$ cat src/rtl/uart_pkg.sv
// -----------------------------------------------------------------------------
// uart_pkg
// Shared definitions for the UART receive deserialiser:
//   - DEFAULT_CLKS_PER_BIT : default bit period in clk cycles (50 MHz / 115200)
//   - DATA_BITS            : payload bits per frame (8N1)
//   - IDLE..BREAK          : 3-bit receiver FSM state encodings
//   - rx_state_t           : enum built from those encodings
// -----------------------------------------------------------------------------
package uart_pkg;

  localparam int DEFAULT_CLKS_PER_BIT = 434;
  localparam int DATA_BITS            = 8;

  localparam logic [2:0] IDLE  = 3'd0;
  localparam logic [2:0] START = 3'd1;
  localparam logic [2:0] DATA  = 3'd2;
  localparam logic [2:0] STOP  = 3'd3;
  localparam logic [2:0] BREAK = 3'd4;

  typedef enum logic [2:0] {
    S_IDLE  = IDLE,
    S_START = START,
    S_DATA  = DATA,
    S_STOP  = STOP,
    S_BREAK = BREAK
  } rx_state_t;

endpackage

$ cat src/rtl/uart_rx_deser_if.sv
// -----------------------------------------------------------------------------
// uart_rx_deser_if
// Byte-side interface of the UART receiver towards the RX register block.
//   rx_data        : last accepted byte
//   rx_data_valid  : rx_data holds an unconsumed byte
//   rx_data_ready  : consumer takes rx_data in any cycle where valid is high
//   frame_err      : one-cycle pulse, stop bit sampled low
//   overrun        : one-cycle pulse, a new byte replaced an unconsumed one
// master = receiver side, slave = consumer side.
// -----------------------------------------------------------------------------
interface uart_rx_deser_if;
  import uart_pkg::*;

  logic [DATA_BITS-1:0] rx_data;
  logic                 rx_data_valid;
  logic                 rx_data_ready;
  logic                 frame_err;
  logic                 overrun;

  modport master (
    output rx_data,
    output rx_data_valid,
    output frame_err,
    output overrun,
    input  rx_data_ready
  );

  modport slave (
    input  rx_data,
    input  rx_data_valid,
    input  frame_err,
    input  overrun,
    output rx_data_ready
  );

endinterface

$ cat src/rtl/sync_2ff.sv
// -----------------------------------------------------------------------------
// sync_2ff
// Two-flop synchroniser for a single asynchronous input.
//   clk : destination clock
//   rst : synchronous active-high reset, both flops load RESET_VAL
//   d   : asynchronous input
//   q   : synchronised output, 2 cycles behind d
// -----------------------------------------------------------------------------
module sync_2ff #(
  parameter logic RESET_VAL = 1'b1
) (
  input  logic clk,
  input  logic rst,
  input  logic d,
  output logic q
);

  logic meta_reg;
  logic sync_reg;

  always_ff @(posedge clk) begin
    if (rst) begin
      meta_reg <= RESET_VAL;
      sync_reg <= RESET_VAL;
    end else begin
      meta_reg <= d;
      sync_reg <= meta_reg;
    end
  end

  assign q = sync_reg;

endmodule

$ cat src/rtl/uart_rx_deser.sv
// -----------------------------------------------------------------------------
// uart_rx_deser
// 8N1 UART receiver, LSB first. Synchronises rx_pin, times each bit with a
// cycle counter, checks start/stop bits and hands bytes out on valid/ready.
//   clk    : system clock, all logic on rising edge
//   rst    : synchronous active-high reset
//   rx_pin : asynchronous serial line, idle high
//   rx     : byte-side interface (rx_data, rx_data_valid, rx_data_ready,
//            frame_err, overrun)
// -----------------------------------------------------------------------------
module uart_rx_deser
  import uart_pkg::*;
#(
  parameter int CLKS_PER_BIT = DEFAULT_CLKS_PER_BIT
) (
  input  logic            clk,
  input  logic            rst,
  input  logic            rx_pin,
  uart_rx_deser_if.master rx
);

  localparam int CNT_W = $clog2(CLKS_PER_BIT);
  localparam int IDX_W = $clog2(DATA_BITS);

  localparam logic [CNT_W-1:0] BIT_LAST  = CNT_W'(CLKS_PER_BIT - 1);
  localparam logic [CNT_W-1:0] HALF_LAST = CNT_W'(CLKS_PER_BIT / 2 - 1);
  localparam logic [IDX_W-1:0] IDX_LAST  = IDX_W'(DATA_BITS - 1);

  // Synchronised line; every FSM decision looks only at this.
  logic rxs;

  sync_2ff #(
    .RESET_VAL (1'b1)
  ) u_sync (
    .clk (clk),
    .rst (rst),
    .d   (rx_pin),
    .q   (rxs)
  );

  rx_state_t             state_reg, state_next;
  logic [CNT_W-1:0]      cnt_reg, cnt_next;
  logic [IDX_W-1:0]      idx_reg, idx_next;
  logic [DATA_BITS-1:0]  shift_reg, shift_next;

  logic                  sample_data;
  logic                  byte_done;
  logic                  stop_err;

  logic [DATA_BITS-1:0]  data_reg;
  logic                  valid_reg;
  logic                  frame_err_reg;
  logic                  overrun_reg;

  // ---------------------------------------------------------------------------
  // FSM state and counters
  // ---------------------------------------------------------------------------
  always_ff @(posedge clk) begin
    if (rst) begin
      state_reg <= S_IDLE;
      cnt_reg   <= '0;
      idx_reg   <= '0;
      shift_reg <= '0;
    end else begin
      state_reg <= state_next;
      cnt_reg   <= cnt_next;
      idx_reg   <= idx_next;
      shift_reg <= shift_next;
    end
  end

  // Counter is cleared on every state change, so it can never wrap.
  always_comb begin
    state_next  = state_reg;
    cnt_next    = cnt_reg + 1'b1;
    idx_next    = idx_reg;
    sample_data = 1'b0;
    byte_done   = 1'b0;
    stop_err    = 1'b0;

    case (state_reg)
      S_IDLE: begin
        cnt_next = '0;
        if (!rxs) begin
          state_next = S_START;
        end
      end

      // Re-check the start bit at its middle; a short low pulse is a glitch.
      S_START: begin
        if (cnt_reg == HALF_LAST) begin
          cnt_next   = '0;
          idx_next   = '0;
          state_next = rxs ? S_IDLE : S_DATA;
        end
      end

      // From the mid-start point, one full bit period lands mid-data-bit.
      S_DATA: begin
        if (cnt_reg == BIT_LAST) begin
          cnt_next    = '0;
          sample_data = 1'b1;
          if (idx_reg == IDX_LAST) begin
            state_next = S_STOP;
          end else begin
            idx_next = idx_reg + 1'b1;
          end
        end
      end

      // Sampling mid-stop leaves half a bit to catch a back-to-back start.
      S_STOP: begin
        if (cnt_reg == BIT_LAST) begin
          cnt_next = '0;
          if (rxs) begin
            byte_done  = 1'b1;
            state_next = S_IDLE;
          end else begin
            stop_err   = 1'b1;
            state_next = S_BREAK;
          end
        end
      end

      // Held-low line: wait for it to return high before hunting for a start.
      S_BREAK: begin
        cnt_next = '0;
        if (rxs) begin
          state_next = S_IDLE;
        end
      end

      default: begin
        cnt_next   = '0;
        state_next = S_IDLE;
      end
    endcase
  end

  // Per-bit write enable into the shift register, LSB first.
  genvar gi;
  generate
    for (gi = 0; gi < DATA_BITS; gi++) begin : g_shift
      assign shift_next[gi] = (sample_data && (idx_reg == IDX_W'(gi))) ? rxs
                                                                       : shift_reg[gi];
    end
  endgenerate

  // ---------------------------------------------------------------------------
  // Output byte register and handshake
  // ---------------------------------------------------------------------------
  // A completing byte always wins: it is loaded even if the old one is still
  // unconsumed (overrun flagged) or being consumed this very cycle (no flag).
  always_ff @(posedge clk) begin
    if (rst) begin
      data_reg      <= '0;
      valid_reg     <= 1'b0;
      frame_err_reg <= 1'b0;
      overrun_reg   <= 1'b0;
    end else begin
      frame_err_reg <= stop_err;
      overrun_reg   <= 1'b0;
      if (byte_done) begin
        data_reg    <= shift_reg;
        valid_reg   <= 1'b1;
        overrun_reg <= valid_reg & ~rx.rx_data_ready;
      end else if (valid_reg && rx.rx_data_ready) begin
        valid_reg <= 1'b0;
      end
    end
  end

  assign rx.rx_data       = data_reg;
  assign rx.rx_data_valid = valid_reg;
  assign rx.frame_err     = frame_err_reg;
  assign rx.overrun       = overrun_reg;

endmodule

$ cat src/flat_wrapper.sv
// flat-port wrapper written by rule: the top's interface ports become plain ports
module uart_rx_deser_flat import uart_pkg::*;
#(
  parameter int CLKS_PER_BIT = DEFAULT_CLKS_PER_BIT
)
  (clk, rst, rx_pin, rx_rx_data, rx_rx_data_valid, rx_frame_err, rx_overrun, rx_rx_data_ready);
  uart_rx_deser_if rx_i ();
  input  logic clk;
  input  logic rst;
  input  logic rx_pin;
  output wire logic [$bits(rx_i.rx_data)-1:0] rx_rx_data;
  output wire logic [$bits(rx_i.rx_data_valid)-1:0] rx_rx_data_valid;
  output wire logic [$bits(rx_i.frame_err)-1:0] rx_frame_err;
  output wire logic [$bits(rx_i.overrun)-1:0] rx_overrun;
  input wire logic [$bits(rx_i.rx_data_ready)-1:0] rx_rx_data_ready;
  assign rx_rx_data = rx_i.rx_data;
  assign rx_rx_data_valid = rx_i.rx_data_valid;
  assign rx_frame_err = rx_i.frame_err;
  assign rx_overrun = rx_i.overrun;
  assign rx_i.rx_data_ready = rx_rx_data_ready;
  uart_rx_deser #(.CLKS_PER_BIT(CLKS_PER_BIT)) u_core (.clk(clk), .rst(rst), .rx_pin(rx_pin), .rx(rx_i));
endmodule
$ cat config.mk
export PLATFORM = sky130hd
export DESIGN_NAME = uart_rx_deser_flat
export DESIGN_NICKNAME = d
export VERILOG_FILES = /design/src/rtl/uart_pkg.sv /design/src/rtl/uart_rx_deser_if.sv /design/src/rtl/sync_2ff.sv /design/src/rtl/uart_rx_deser.sv /design/src/flat_wrapper.sv
export SDC_FILE = /design/constraint.sdc
export NUM_CORES = 1
export LEC_CHECK = 0
export ABC_AREA = 0
export BUFFER_PORTS_ARGS = -buffer_cell sky130_fd_sc_hd__buf_2
export CELL_PAD_IN_SITES_DETAIL_PLACEMENT = 0
export CELL_PAD_IN_SITES_GLOBAL_PLACEMENT = 2
export CORE_ASPECT_RATIO = 1.25
export CORE_MARGIN = 2
export CORE_UTILIZATION = 39
export CTS_CLUSTER_DIAMETER = 30
export DETAILED_ROUTE_END_ITERATION = 7
export HOLD_SLACK_MARGIN = 0.12
export PLACE_DENSITY = 0.92
export SKIP_CTS_REPAIR_TIMING = 1
export SYNTH_ARGS = -nofsm -noshare
export SYNTH_HDL_FRONTEND = slang
export SYNTH_SLANG_ARGS = --single-unit
$ cat constraint.sdc
create_clock -name clk -period 3.3 [get_ports clk]
set_clock_uncertainty 0.2 [all_clocks]
set_input_delay 0.825 -clock clk [delete_from_list [all_inputs] [get_ports clk]]
set_output_delay 0.825 -clock clk [all_outputs]
set_load 0.1 [all_outputs]
==> impl_metrics.csv <==
group,metric,value,unit
power,total_power,824,uW
critical_path,crit_fanout,10,
critical_path,crit_family,"simple AND/OR/NAND/NOR gates",
route,route.detailed.drc,0,
yosys,synth_top_area_share,42.8,%
layout,num-nets-final,205,
timing,setup_viol,0,
clocking,cts_buffers,5,
timing,final_max_slew_viol_count,0,
clocking,cts.clk_slew.worst_paths,0.07,ns
timing,whs,0.220,ns
yosys,syn-num-nets,192,
timing,finalHoldViolCount,0,
yosys,yosysMostFrequentCell,"dfxtp_1",
clocking,cts_tree,"yes",
status,status,"completed",
critical_path,critPathKind,"flip-flop to flip-flop",
critical_path,crit_arrival,2.19,ns
grt,grt_start_max_net_pins,34,
job,drv_cap,0,
yosys,synthFlopType,"dfxtp_1",
route,vias_per_cell,5.06,
yosys,synth_cell_types,41,
critical_path,slowest_delay,0.54,ns
timing,slew_headroom,55.7,%
layout,diodes,0,
yosys,synth-seq-area-share,42.8,%
grt,antenna_found_initial,0,
layout,syn_to_final_growth,11.6,%
yosys,synth_top_area_cell,"dfxtp_1",
yosys,synth.area.top_cells,"dfxtp_1, mux2i_1, ha_1, nor2_1, nand3_1",
yosys,netlist_instances,179,
timing,period_share,68.0,%
yosys,synth_seq_cells,36,
layout,utilization,45.5,%
power,cellLeakagePower,0.769,nW
yosys,syn_avg_cell_area,9.42,um2
route,firstDrtPassIters,4,
yosys,synth_commonest_cells,"dfxtp_1, nor2_1, nand2_1, mux2i_1, nand3_1",
route,wire_per_inst,12.0,um
floorplan,die_h,77.5,um
clocking,clock_latency,0.28,ns
grt,grt_pass1_wl,5.25,mm
critical_path,cpMostUsedCell,"nor2_1",
floorplan,initial_utilization,40.8,%
timing,setup_tns,0,ns
route,num_vias,1255,
critical_path,critPathRequiredTime,3.25,ns
route,wl,2.98,mm
floorplan,die_area,4870,um2
timing,worstMarginPinSlew,0.662,ns
clocking,cts-root-buf,"clkbuf_8",
timing,fmax,0.446,GHz
critical_path,crit_path_top_delay_cell,"nand4_1",
place,port-buffer-count,14,
route,drt_iter0_drc,98,
clocking,cts_buffer_depth,2,
critical_path,path_buf_inv,0,
grt,grt_use_total,13.8,%
yosys,syn_area,1690,um2
layout,largest_reg_flops,9,
floorplan,num_rows,26,
critical_path,worstSetupEndpointType,"flip-flop",
power,ir_drop,200,uV
power,p_per_area,438,nW/um2
floorplan,die_x,62.8,um
grt,grt_pass1_vias,1207,
timing,final.min_clock_period,2.24,ns
yosys,ys.warnings.count,0,
grt,gr-total-overflow,0,
worst_hold_path,min_path_type,"flip-flop to flip-flop",
place,hpwl,2.14,mm
place,gp_congestion,0.848,
critical_path,setup.worst_path.start_class,"flip-flop",
clocking,h-tree-depth,2,
timing,rsz0062_at_grt,"no",
yosys,synth-edff-count,0,
layout,final_layout_size_suffix_gt1_share,21.4,%
route,antenna_left,0,
floorplan,core,4130,um2
clocking,clock-sinks,36,
floorplan,io_pins,15,
yosys,synthArstFlopShare,0,%
critical_path,crit_chain,"ha_1, nand4b_1, nor2_1, nand4_1, mux2i_1, nor2_1",
==> cells in the final DEF (no fill, tap or decap), types with 2 or more instances in the layout <==
cell type / count
mux2i_1: 13
nand4_1: 3
a21oi_1: 4
inv_1: 10
or4_4: 2
a21oi_2: 2
nand3_1: 11
ha_1: 9
dfxtp_1: 36
clkbuf_8: 7
xor2_1: 6
nand2_1: 14
nor3_1: 6
nor2_1: 17
buf_2: 14
nor2_2: 8
nor3b_1: 2
o31ai_1: 5
or2_2: 2
==> power breakdown <==
| group | internal (mW) | total (mW) | switching [mW] | leakage [nW] |
|---|---|---|---|---|
| clock network | 0.186 | 0.328 | 0.142 | 0.0503 |
| logic | 0.0182 | 0.0486 | 0.0304 | 0.428 |
| registers | 0.439 | 0.448 | 0.00860 | 0.291 |
| total | 0.643 | 0.824 | 0.181 | 0.769 |
==> final timing paths <==
kind	startpoint	endpoint	slack [ns]	depth (start not counted)
max	u_core.cnt_reg[0]	u_core.rx.rx_data[7]	1.06	6
min	u_core.u_sync.meta_reg	u_core.u_sync.q	0.22	1
max reg2reg	u_core.cnt_reg[0]	u_core.rx.rx_data[7]	1.06	6
min reg2reg	u_core.u_sync.meta_reg	u_core.u_sync.q	0.22	1
==> routing by layer <==
layer / up-vias / GRT usage [%] / part of all wire (%)
met3: 5 / 4.93 / 3.5
met4: 0 / 5.33 / 1.7
met5: - / 0 / 0
met1: 598 / 14.8 / 45
met2: 13 / 24.6 / 50
li1: 639 / - / -
==> cell type report <==
class,count,area (um2)
fillers,428,2250
multi-input cells,125,886
flip-flops and latches,36,721
clock buffers,7,96.3
repair buffers,14,70.1
well taps,56,70.1
inverters,10,37.5
==> cell families (layout without fill, tap and decap cells) <==
family / count (synthesis) / after routing / share of synthesized area (%)
muxes: 13 / 13 / 7.72
DFF: 36 / 36 / 42.8
buffers and inverters: 18 / 31 / 4.68
and+or+nand+nor: 79 / 79 / 26.4
AOI/OAI and AO/OA: 17 / 17 / 8.17
adders and majority gates: 9 / 9 / 6.68
xor gates and xnor gates: 7 / 7 / 3.64
==> per-stage QoR <==
stage	setup slack, ns	std cells	instance area, um2
floorplan	1.24	179	1690
global placement	1.09	241	1780
detailed placement	0.991	241	1780
CTS	0.977	248	1880
global route	0.787	248	1880
finish	1.06	248	1880
Power figures use the tool's default switching activity.
